===== src/rtl/axi_addr_fifo.sv =====
// VALID/READY address-channel FIFO for the AR/AW paths of the crossbar.
// Occupancy comes from a counter, so all DEPTH slots are usable and DEPTH need not be 2^n.
module axi_addr_fifo #(
    parameter int ID_WIDTH   = 4,
    parameter int ADDR_WIDTH = 32,
    parameter int LEN_WIDTH  = 8,
    parameter int SIZE_WIDTH = 3,
    parameter int DEPTH      = 4,
    parameter int AF_LEVEL   = DEPTH - 1,
    parameter int CNT_W      = $clog2(DEPTH + 1)
) (
    input  logic                  ACLK,
    input  logic                  ARESETn,
    input  logic [ID_WIDTH-1:0]   S_AID,
    input  logic [ADDR_WIDTH-1:0] S_AADDR,
    input  logic [LEN_WIDTH-1:0]  S_ALEN,
    input  logic [SIZE_WIDTH-1:0] S_ASIZE,
    input  logic [1:0]            S_ABURST,
    input  logic                  S_AVALID,
    output logic                  S_AREADY,
    output logic [ID_WIDTH-1:0]   M_AID,
    output logic [ADDR_WIDTH-1:0] M_AADDR,
    output logic [LEN_WIDTH-1:0]  M_ALEN,
    output logic [SIZE_WIDTH-1:0] M_ASIZE,
    output logic [1:0]            M_ABURST,
    output logic                  M_AVALID,
    input  logic                  M_AREADY,
    input  logic                  clear,
    output logic [CNT_W-1:0]      count,
    output logic                  almost_full
);

    localparam int PTR_W = $clog2(DEPTH);
    localparam int ENT_W = ID_WIDTH + ADDR_WIDTH + LEN_WIDTH + SIZE_WIDTH + 2;

    logic [ENT_W-1:0] r_mem [DEPTH];
    logic [PTR_W-1:0] r_wr_ptr;
    logic [PTR_W-1:0] r_rd_ptr;
    logic [CNT_W-1:0] r_cnt;

    logic             w_full;
    logic             w_empty;
    logic             w_push;
    logic             w_pop;
    logic [ENT_W-1:0] w_wdata;
    logic [ENT_W-1:0] w_rdata;

    // Explicit wrap at DEPTH-1: natural overflow is wrong for non-power-of-two depths.
    function automatic logic [PTR_W-1:0] ptr_next(input logic [PTR_W-1:0] p);
        return (p == PTR_W'(DEPTH - 1)) ? '0 : p + 1'b1;
    endfunction

    assign w_full   = (r_cnt == CNT_W'(DEPTH));
    assign w_empty  = (r_cnt == '0);
    assign S_AREADY = ~w_full & ~clear;
    assign M_AVALID = ~w_empty & ~clear;
    assign w_push   = S_AVALID & S_AREADY;
    assign w_pop    = M_AVALID & M_AREADY;

    assign w_wdata  = {S_AID, S_AADDR, S_ALEN, S_ASIZE, S_ABURST};
    assign w_rdata  = r_mem[r_rd_ptr];
    assign {M_AID, M_AADDR, M_ALEN, M_ASIZE, M_ABURST} = w_rdata;

    assign count       = r_cnt;
    assign almost_full = (r_cnt >= CNT_W'(AF_LEVEL));

    always_ff @(posedge ACLK or negedge ARESETn) begin
        if (!ARESETn) begin
            for (int i = 0; i < DEPTH; i++) begin
                r_mem[i] <= '0;
            end
            r_wr_ptr <= '0;
            r_rd_ptr <= '0;
            r_cnt    <= '0;
        end else if (clear) begin
            // Storage is left as-is; only the bookkeeping is flushed.
            r_wr_ptr <= '0;
            r_rd_ptr <= '0;
            r_cnt    <= '0;
        end else begin
            if (w_push) begin
                r_mem[r_wr_ptr] <= w_wdata;
                r_wr_ptr        <= ptr_next(r_wr_ptr);
            end
            if (w_pop) begin
                r_rd_ptr <= ptr_next(r_rd_ptr);
            end
            if (w_push && !w_pop) begin
                r_cnt <= r_cnt + 1'b1;
            end else if (!w_push && w_pop) begin
                r_cnt <= r_cnt - 1'b1;
            end
        end
    end

endmodule


===== config.mk =====
export PLATFORM = sky130hd
export DESIGN_NAME = axi_addr_fifo
export DESIGN_NICKNAME = d
export VERILOG_FILES = /design/src/rtl/axi_addr_fifo.sv
export SDC_FILE = /design/constraint.sdc
export NUM_CORES = 1
export LEC_CHECK = 0
export BUFFER_PORTS_ARGS = -buffer_cell sky130_fd_sc_hd__buf_2
export CELL_PAD_IN_SITES_DETAIL_PLACEMENT = 0
export CELL_PAD_IN_SITES_GLOBAL_PLACEMENT = 1
export CORE_MARGIN = 5
export CORE_UTILIZATION = 51
export CTS_BUF_LIST = sky130_fd_sc_hd__clkbuf_4
export DETAILED_ROUTE_END_ITERATION = 10
export PLACE_DENSITY_LB_ADDON = 0.15
export SYNTH_ARGS = -nofsm -noshare
export SYNTH_HDL_FRONTEND = slang
export SYNTH_SLANG_ARGS = --single-unit
export TNS_END_PERCENT = 100

===== constraint.sdc =====
create_clock -name ACLK -period 2.66 [get_ports ACLK]
set_input_delay 0.798 -clock ACLK [delete_from_list [all_inputs] [get_ports ACLK]]
set_output_delay 0.798 -clock ACLK [all_outputs]
set_load 0.05 [all_outputs]

==> impl_metrics.csv, run 1 <==
group,metric,value,unit
outcome,status,"finished, violations left",
outcome,violations,"negative setup slack",
floorplanning,initial_utilization,0.513,
timing,maxSlewViolCount,0,
synth,syn_area,0.00915,mm^2
detailed_routing,drtAntennaViolNets,0,
global_routing,grt-ovfl-total,0,
placement,dp.cells,857,
synth,yosysSeqAreaShare,0.555,
pwr,vdd_drop_max,672,uV
critical_path,reg2reg_depth,8,
clocking,htree_levels,2,
timing,relSlewSlack,0.659,
global_routing,grt_pass1_wl,31100,um
clocking,cts.sinks,203,
global_routing,grt_use_total,0.193,
detailed_routing,wl_per_cell,20.7,um
clocking,cts_buffers,53,
timing,finClkSkew,0.0199,ns
critical_path,critPathMaxFanout,8,
floorplanning,die_height,144,um
min_path,holdCritPathClass,"in -> async",
floorplanning,die_area,0.0207,mm^2
synth,ys_top_cells_by_area,"dfrtp_1, mux2_2, mux4_2, mux2_4, buf_2",
cells_and_area,fin_nets,750,
floorplanning,coreArea,0.0178,mm^2
synth,syn_inst,538,
clocking,cts_root_buf,"clkbuf_4",
placement,io_buffers,108,
clocking,clk_pin_slew,0.07,ns
timing,setup_violations,49,
synth,ys_warn_count,0,
detailed_routing,drt_iter0_markers,190,
detailed_routing,route.vias.total,5246,
synth,yosys.area.top_type,"dfrtp_1",
critical_path,r2r-start,"count[1]",
placement,dp_slack,0.112,ns
synth,synth_common_cells,"dfrtp_1, mux2_2, mux4_2",
floorplanning,die_x,144,um
clocking,ctsHoldBuffers,0,
global_routing,grt_pass1_vias,5824,
timing,hold_violations,0,
synth,synth-main-ff-cell,"dfrtp_1",
timing,finalSetupTns,-10.45,ns
cells_and_area,drive_above_1_share,0.651,
synth,postSynthRegisterBits,203,
placement,gp_congestion,0.771,
critical_path,worstSetupStartpointType,"register",
critical_path,end_kind,"output port",
critical_path,arrival,2.11,ns
floorplanning,ios,109,
timing,tightest_slew,0.511,ns
timing,finalCritPeriodShare,1.09,
critical_path,r2r_slack,0.55,ns
critical_path,critical_path.endpoint,"M_AADDR[3]",
critical_path,crit_required,1.86,ns
cells_and_area,synthToLayoutAreaGrowth,21.9,%
critical_path,path_class,"reg -> out",
synth,synthDistinctLibCells,35,
timing,layout_setup_ws,-0.246,ns
cells_and_area,n_fill_cell,1350,
detailed_routing,drc,0,
detailed_routing,post_drt_via_cell_ratio,5.51,
pwr,p_leak,5.24,nW
detailed_routing,wl,19700,um
detailed_routing,first_pass_iters,4,
timing,max_freq,344,MHz
clocking,cts_buffer_depth,3,
pwr,cellPowerDensity,1190,mW/mm^2
cells_and_area,stdcell_count,952,
synth,synthArstFlopShare,1.00,
run,maxCapViolCount,0,
floorplanning,rows,49,
timing,grt_setup_unrepaired,"yes",
global_routing,antenna_found_initial,3,
critical_path,worstReg2RegEnd,"count[2]",
synth,syn_nets,598,
synth,avgSynthCellArea,17.0,um^2
synth,synth_most_common_cell,"dfrtp_1",
placement,post-dp-hpwl,12000,um
global_routing,grt_max_degree,61,
timing,layout_min_cycle_time,2.91,ns
pwr,p_total,13.2,mW
clocking,cts_tree,"done",
synth,synth_edf_count,0,
synth,yosys.area.top_type_share,0.555,
clocking,clock_latency,0.63,ns
critical_path,cp-startpoint,"r_rd_ptr[0]",
per-layer routing:
layer,share of wire,vias up,wire length (um),track usage
met5,0.0010,-,20,0
li1,-,2328,-,-
met4,0.016,4,313,0.0565
met3,0.059,32,1150,0.0589
met2,0.52,121,10200,0.329
met1,0.41,2761,8020,0.239
area by class of cell:
type | count | area (um^2) | area share
sequential | 203 | 5080 | 0.456
multi-input combinational | 294 | 3840 | 0.345
timing repair buffer | 133 | 1290 | 0.116
clock buffer | 79 | 593 | 0.0532
tap | 229 | 287 | 0.0257
clock inverter | 8 | 30.0 | 0.00269
inverter | 5 | 18.8 | 0.00168
antenna | 1 | 2.50 | 0.000224
cell families after synthesis:
family | count (synthesis) | synth area share
XOR/XNOR | 4 | 0.00383
adder cells (fa/ha/maj) | 6 | 0.00903
multiplexers | 248 | 0.382
AO/OA/AOI/OAI | 12 | 0.0101
buffers and inverters | 41 | 0.0260
AND/OR/NAND/NOR | 24 | 0.0144
flip-flops | 203 | 0.555
worst min-delay path by stage:
stage | from | endpoint | cells after the start
6_report | ARESETn | r_mem[149] | 1
5_1_grt | ARESETn | r_mem[87] | 1
4_1_cts | ARESETn | r_mem[40] | 1
3_5_place_dp | r_mem[52] | r_mem[52] | 1
3_3_place_gp | r_mem[78] | r_mem[78] | 1
2_1_floorplan | r_mem[49] | r_mem[49] | 1
flip-flops by register name, indices dropped and copies added (netlist names):
signal / flops
count: 3
r_mem: 196
r_rd_ptr: 2
r_wr_ptr: 2
metrics by stage:
stage / utilization / cell area, um^2 / hold slack (ns)
5_1_grt: 0.625 / 11200 / 0.126
3_3_place_gp: 0.564 / 10100 / 0.481
6_report: 0.625 / 11200 / 0.150
3_5_place_dp: 0.564 / 10100 / 0.487
2_1_floorplan: - / 9150 / 0.474
4_1_cts: 0.617 / 11000 / 0.113
worst max-delay path: stages, from the launching register on:
cell,delay [ns]
dfrtp_4,0.43
buf_12,0.17
clkbuf_16,0.18
mux4_2,0.52
buf_6,0.17
what timing repair did:
action                     in CTS  in global routing
buffers inserted                1                  1
resized for setup             102                  3
gates cloned                    0                  6
setup endpoints to repair      49                 50
power by group:
group	internal [mW]	switching (mW)	total, mW
clock network	1.33	1.18	2.52
registers	4.43	0.688	5.12
logic	2.80	2.80	5.60
cells in the final DEF, fill, tap and decap left out, types with 2 or more instances in the layout:
cell type  netlist  final
buf_12           0     12
clkbuf_16        0      4
ha_1             5      5
o21ai_0          3      3
mux2_4          40     40
xnor2_1          2      2
a21oi_1          2      2
mux2_2         156    156
buf_6            8     50
mux2i_1          3      3
mux4_2          49     49
nor2_1           6      6
nand2_1          4      4
buf_2           19     58
dfrtp_1        203    201
clkbuf_4         0     79
nand2b_1         2      2
xor2_1           2      2
clkinv_1         0      7
buf_4            0      6
inv_1            5      5
nand2_2          4      4
Power figures use the tool's default switching activity.
==> run 2: changes to the inputs <==
--- a/config.mk
+++ b/config.mk
@@ -9,10 +9,11 @@
 export CELL_PAD_IN_SITES_DETAIL_PLACEMENT = 0
 export CELL_PAD_IN_SITES_GLOBAL_PLACEMENT = 1
 export CORE_MARGIN = 5
-export CORE_UTILIZATION = 51
+export CORE_UTILIZATION = 55
 export CTS_BUF_LIST = sky130_fd_sc_hd__clkbuf_4
 export DETAILED_ROUTE_END_ITERATION = 10
 export PLACE_DENSITY_LB_ADDON = 0.15
+export SETUP_SLACK_MARGIN = 0.02
 export SYNTH_ARGS = -nofsm -noshare
 export SYNTH_HDL_FRONTEND = slang
 export SYNTH_SLANG_ARGS = --single-unit
==> constraint.sdc (replaced) <==
create_clock -name ACLK -period 3.5 [get_ports ACLK]
set_input_delay 1.05 -clock ACLK [delete_from_list [all_inputs] [get_ports ACLK]]
set_output_delay 1.05 -clock ACLK [all_outputs]
set_load 0.05 [all_outputs]
==> run 2 against run 1 <==
Against the previous run:
- the run now ends clean
- clock power is 18% lower
- total power fell by 27%
- global-route usage increased by 0.65 points
- sequential share of layout area grew 1.9 points
- non-clock buffer count decreased by 9
- clock skew down 0.0033 ns
- via count is 0.38% higher
- cell area down 4.1%
- sequential power down 24%
- critical path depth fell by 1
- cell count decreased by 1.6%
- critical path type unchanged
- largest cell class unchanged
==> impl_metrics.csv, run 2 (synthesis results as in run 1) <==
group,metric,value,unit
timing,max_freq,312,MHz
cells_and_area,fin_nets,741,
pwr,cellPowerDensity,903,mW/mm^2
global_routing,grt-ovfl-total,0,
detailed_routing,drt_iter0_markers,205,
timing,grt_setup_unrepaired,"no",
clocking,clk_pin_slew,0.07,ns
global_routing,grt_pass1_wl,31300,um
clocking,cts.sinks,203,
cells_and_area,synthToLayoutAreaGrowth,16.9,%
clocking,cts_buffer_depth,3,
timing,setup_violations,0,
timing,maxSlewViolCount,0,
global_routing,antenna_found_initial,1,
timing,relSlewSlack,0.542,
timing,tightest_slew,0.688,ns
detailed_routing,wl,18600,um
clocking,cts_tree,"done",
clocking,ctsHoldBuffers,0,
clocking,clock_latency,0.63,ns
placement,post-dp-hpwl,11600,um
critical_path,critPathMaxFanout,23,
timing,layout_min_cycle_time,3.20,ns
critical_path,cp_slowest_cell,"mux4_2",
critical_path,arrival,2.15,ns
critical_path,path_buf_inv,2,
pwr,p_total,9.66,mW
critical_path,cpPeakStageDelay,0.55,ns
clocking,cts_buffers,53,
global_routing,grt_max_degree,85,
detailed_routing,wl_per_cell,19.8,um
cells_and_area,regMostFlops,"r_mem",
floorplanning,die_x,139,um
global_routing,grt_pass1_vias,5979,
critical_path,r2r-start,"count[2]",
detailed_routing,first_pass_iters,4,
floorplanning,coreArea,0.0165,mm^2
cells_and_area,largest_register_ffs,196,
detailed_routing,drtAntennaViolNets,0,
timing,whs,0.469,ns
critical_path,worstReg2RegEnd,"count[2]",
clocking,htree_levels,2,
min_path,holdCritPathClass,"in -> async",
pwr,vdd_drop_max,451,uV
timing,finalCritPeriodShare,0.915,
critical_path,end_kind,"output port",
placement,gp_congestion,0.763,
floorplanning,ios,109,
detailed_routing,route.vias.total,5266,
pwr,p_leak,5.09,nW
critical_path,worstSetupStartpointType,"register",
outcome,status,"complete, no violations",
global_routing,grt_use_total,0.200,
critical_path,crit_chain,"buf_12 -> mux4_2 -> buf_2",
critical_path,reg2reg_depth,8,
clocking,cts_root_buf,"clkbuf_4",
floorplanning,rows,47,
critical_path,path_class,"reg -> out",
cells_and_area,fin_util,0.650,
detailed_routing,post_drt_via_cell_ratio,5.62,
placement,io_buffers,108,
timing,layout_setup_ws,0.296,ns
placement,dp_slack,0.583,ns
critical_path,r2r_slack,1.12,ns
floorplanning,die_height,139,um
timing,finClkSkew,0.0166,ns
clocking,cts_setup_buffers,0,
cells_and_area,layout_common_cells,"dfrtp_1, mux2_2, buf_2",
floorplanning,die_area,0.0193,mm^2
timing,finalSetupTns,0,ns
cells_and_area,drive_above_1_share,0.650,
floorplanning,initial_utilization,0.556,
clocking,post_cts_resized,0,
critical_path,crit_required,2.45,ns
run,maxCapViolCount,0,
critical_path,cp_top_family,"multiplexers",
timing,hold_violations,0,
cells_and_area,mostFrequentLayoutCell,"dfrtp_1",
detailed_routing,drc,0,
run 2: cell types whose count changed in the layout (fill, tap and decap cells not counted), moves of 3 or more:
cell | before | now
buf_6 | 50 | 0
buf_2 | 58 | 107
clkbuf_4 | 79 | 84
clkbuf_16 | 4 | 0
clkinv_1 | 7 | 4
run 2: worst max-delay path by stage:
stage	slack [ns]	startpoint	depth (start not counted)	endpoint
CTS	0.04	r_rd_ptr[0]	3	M_ASIZE[2]
global placement	0.64	clear	8	count[2]
finish	0.30	r_rd_ptr[0]	3	M_ASIZE[2]
detailed placement	0.58	clear	8	count[2]
floorplan	0.45	clear	2	S_AREADY
global route	0.18	r_rd_ptr[0]	3	M_AADDR[30]
run 2: area by class of cell:
type,instances,area (um^2)
antenna,2,5.00
clock buffer,84,631
clock inverter,5,45.0
fill,1234,5770
inverter,5,18.8
multi-input combinational,294,3830
sequential,203,5080
tap,220,275
timing repair buffer,124,807
run 2: through the flow:
step	instance area, um^2	instances
final	10700	937
after global routing	10700	937
after CTS	10700	933
after detailed placement	10000	844
after global placement	10000	844
after floorplan	9150	538
run 2: power by group:
group / switching (mW) / leakage [nW] / internal (mW) / total [mW]
clock network: 0.919 / 0.407 / 1.15 / 2.06
logic: 2.02 / 2.13 / 1.68 / 3.70
registers: 0.533 / 2.55 / 3.37 / 3.90
run 2: per-layer routing:
| layer | track usage | vias to the layer above | routed length, um |
|---|---|---|---|
| li1 | - | 2321 | - |
| met1 | 0.251 | 2799 | 7680 |
| met2 | 0.339 | 119 | 9550 |
| met3 | 0.0569 | 27 | 1020 |
| met4 | 0.0597 | 0 | 306 |
| met5 | 0 | - | 0 |
run 2: worst reg2reg max path, delay by kind of cell (launching register included):
| family | cells | cell delay, ns |
|---|---|---|
| compound gates | 1 | 0.31 |
| fa+ha+maj | 1 | 0.44 |
| flops | 1 | 0.56 |
| simple gates | 6 | 0.95 |
==> run 3: changes to the inputs <==
--- a/config.mk
+++ b/config.mk
@@ -12,7 +12,7 @@
 export CORE_UTILIZATION = 55
 export CTS_BUF_LIST = sky130_fd_sc_hd__clkbuf_4
 export DETAILED_ROUTE_END_ITERATION = 10
-export PLACE_DENSITY_LB_ADDON = 0.15
+export PLACE_DENSITY = 0.87
 export SETUP_SLACK_MARGIN = 0.02
 export SYNTH_ARGS = -nofsm -noshare
 export SYNTH_HDL_FRONTEND = slang
==> constraint.sdc (replaced) <==
create_clock -name ACLK -period 3.5 [get_ports ACLK]
set_input_delay 1.05 -clock ACLK [delete_from_list [all_inputs] [get_ports ACLK]]
set_output_delay 1.05 -clock ACLK [all_outputs]
set_load 0.02 [all_outputs]
==> run 3 against run 2 <==
Against the previous run:
- register-to-register slack about the same
- total power decreased by 8.9%
- count of clock-buffer cells in the layout decreased by 1
- die area unchanged
- wire length increased by 0.58%
- first-iteration DRC count increased by 21%
- cell area decreased by 0.62%
- core utilization decreased by 0.40 points
- worst hold slack got worse by 0.0061 ns
- sequential share of layout area increased by 0.30 points
- flip-flop and latch count unchanged
- global-route usage decreased by 0.20 points
==> impl_metrics.csv, run 3 (synthesis results as in run 1) <==
group,metric,value,unit
critical_path,path_buf_inv,2,
pwr,vdd_drop_max,474,uV
critical_path,arrival,2.23,ns
detailed_routing,first_pass_iters,4,
clocking,cts_tree,"done",
clocking,cts_setup_buffers,0,
timing,max_freq,305,MHz
detailed_routing,drc,0,
clocking,ctsHoldBuffers,0,
cells_and_area,largest_register_ffs,196,
global_routing,grt_use_total,0.198,
clocking,cts.sinks,203,
clocking,cts_buffers,54,
floorplanning,coreArea,0.0165,mm^2
pwr,cellPowerDensity,828,mW/mm^2
floorplanning,initial_utilization,0.556,
cells_and_area,synthToLayoutAreaGrowth,16.2,%
critical_path,critPathMaxFanout,23,
cells_and_area,regMostFlops,"r_mem",
critical_path,crit_required,2.45,ns
cells_and_area,fin_nets,745,
clocking,clock_latency,0.65,ns
timing,hold_violations,0,
placement,gp_congestion,0.721,
timing,maxSlewViolCount,0,
clocking,cts_root_buf,"clkbuf_4",
clocking,cts_buffer_depth,3,
cells_and_area,layout_common_cells,"dfrtp_1, mux2_2, buf_2",
clocking,clk_pin_slew,0.06,ns
detailed_routing,route.vias.total,5228,
run,maxCapViolCount,0,
critical_path,end_kind,"output port",
timing,finClkSkew,0.0461,ns
cells_and_area,mostFrequentLayoutCell,"dfrtp_1",
global_routing,antenna_found_initial,3,
cells_and_area,drive_above_1_share,0.650,
critical_path,worstSetupStartpointType,"register",
timing,layout_min_cycle_time,3.28,ns
global_routing,grt_pass1_vias,6114,
timing,relSlewSlack,0.506,
global_routing,grt_max_degree,91,
floorplanning,rows,47,
clocking,post_cts_resized,0,
critical_path,cp.depth,3,
pwr,p_total,8.80,mW
timing,finalCritPeriodShare,0.936,
detailed_routing,drt_iter0_markers,249,
timing,setup_violations,0,
floorplanning,die_x,139,um
cells_and_area,n_fill_cell,1216,
timing,grt_setup_unrepaired,"no",
floorplanning,die_area,0.0193,mm^2
clocking,htree_levels,2,
outcome,status,"complete, no violations",
floorplanning,die_height,139,um
floorplanning,ios,109,
detailed_routing,wl_per_cell,19.8,um
critical_path,crit_chain,"buf_4 -> mux4_2 -> buf_2",
pwr,p_leak,5.06,nW
detailed_routing,post_drt_via_cell_ratio,5.54,
detailed_routing,drtAntennaViolNets,0,
placement,io_buffers,108,
global_routing,grt-ovfl-total,0,
critical_path,path_class,"reg -> out",
placement,post-dp-hpwl,12000,um
critical_path,cp_top_family,"multiplexers",
critical_path,cp_slowest_cell,"mux4_2",
global_routing,grt_pass1_wl,31100,um
min_path,holdCritPathClass,"in -> async",
critical_path,reg2reg_depth,7,
detailed_routing,wl,18700,um
timing,finalSetupTns,0,ns
timing,tightest_slew,0.742,ns
critical_path,cpPeakStageDelay,0.59,ns
## run 3: changes by cell type in the layout (fill, tap and decap cells not counted), sizes merged
cell | before | now
bufinv | 1 | 0
clkbuf | 85 | 84
clkinv | 4 | 7
buf | 123 | 126
clkinvlp | 0 | 1
inv | 5 | 6
## run 3: power breakdown
group	internal [mW]	switching [mW]	total, mW
logic	1.66	1.26	2.92
clock network	1.07	0.922	1.99
registers	3.37	0.528	3.90
total	6.09	2.71	8.80
## run 3: path summary, 6_finish.rpt
| path | startpoint | slack, ns | end |
|---|---|---|---|
| worst max-delay path | r_rd_ptr[0] | 0.22 | M_ALEN[5] |
| worst min-delay path | ARESETn | 0.46 | r_mem[150] |
| worst max register to register | count[2] | 1.12 | count[2] |
| worst min register to register | r_mem[50] | 0.50 | r_mem[50] |
| max in group asynchronous | ARESETn | 2.20 | r_mem[93] |
| min in group ACLK | r_mem[50] | 0.50 | r_mem[50] |
## run 3: area by class of cell
type	count	area [um^2]	share of cell area
clock buffers	83	623	0.0586
flip-flops and latches	203	5080	0.478
multi-input cells	294	3830	0.360
clock inverters	9	38.8	0.00365
well taps	220	275	0.0259
inverters	5	18.8	0.00177
repair buffers	127	754	0.0710
diodes	2	5.00	0.000471
## run 3: per-layer routing
metal	global-route usage	vias to the layer above	part of all wire
li1	-	2321	-
met1	0.242	2732	0.41
met2	0.333	132	0.51
met3	0.0648	39	0.063
met4	0.0639	4	0.019
met5	0	-	0.0011
## run 3: stage by stage
step | worst slack (ns) | hold slack (ns) | area [um^2] | util | instances
6_report | 0.222 | 0.463 | 10600 | 0.646 | 943
5_1_grt | 0.0840 | 0.478 | 10600 | 0.646 | 943
4_1_cts | 0.134 | 0.455 | 10600 | 0.645 | 941
3_5_place_dp | 0.573 | 0.488 | 9970 | 0.605 | 849
3_3_place_gp | 0.642 | 0.482 | 9970 | 0.605 | 849
2_1_floorplan | 0.626 | 0.474 | 9150 | - | 538
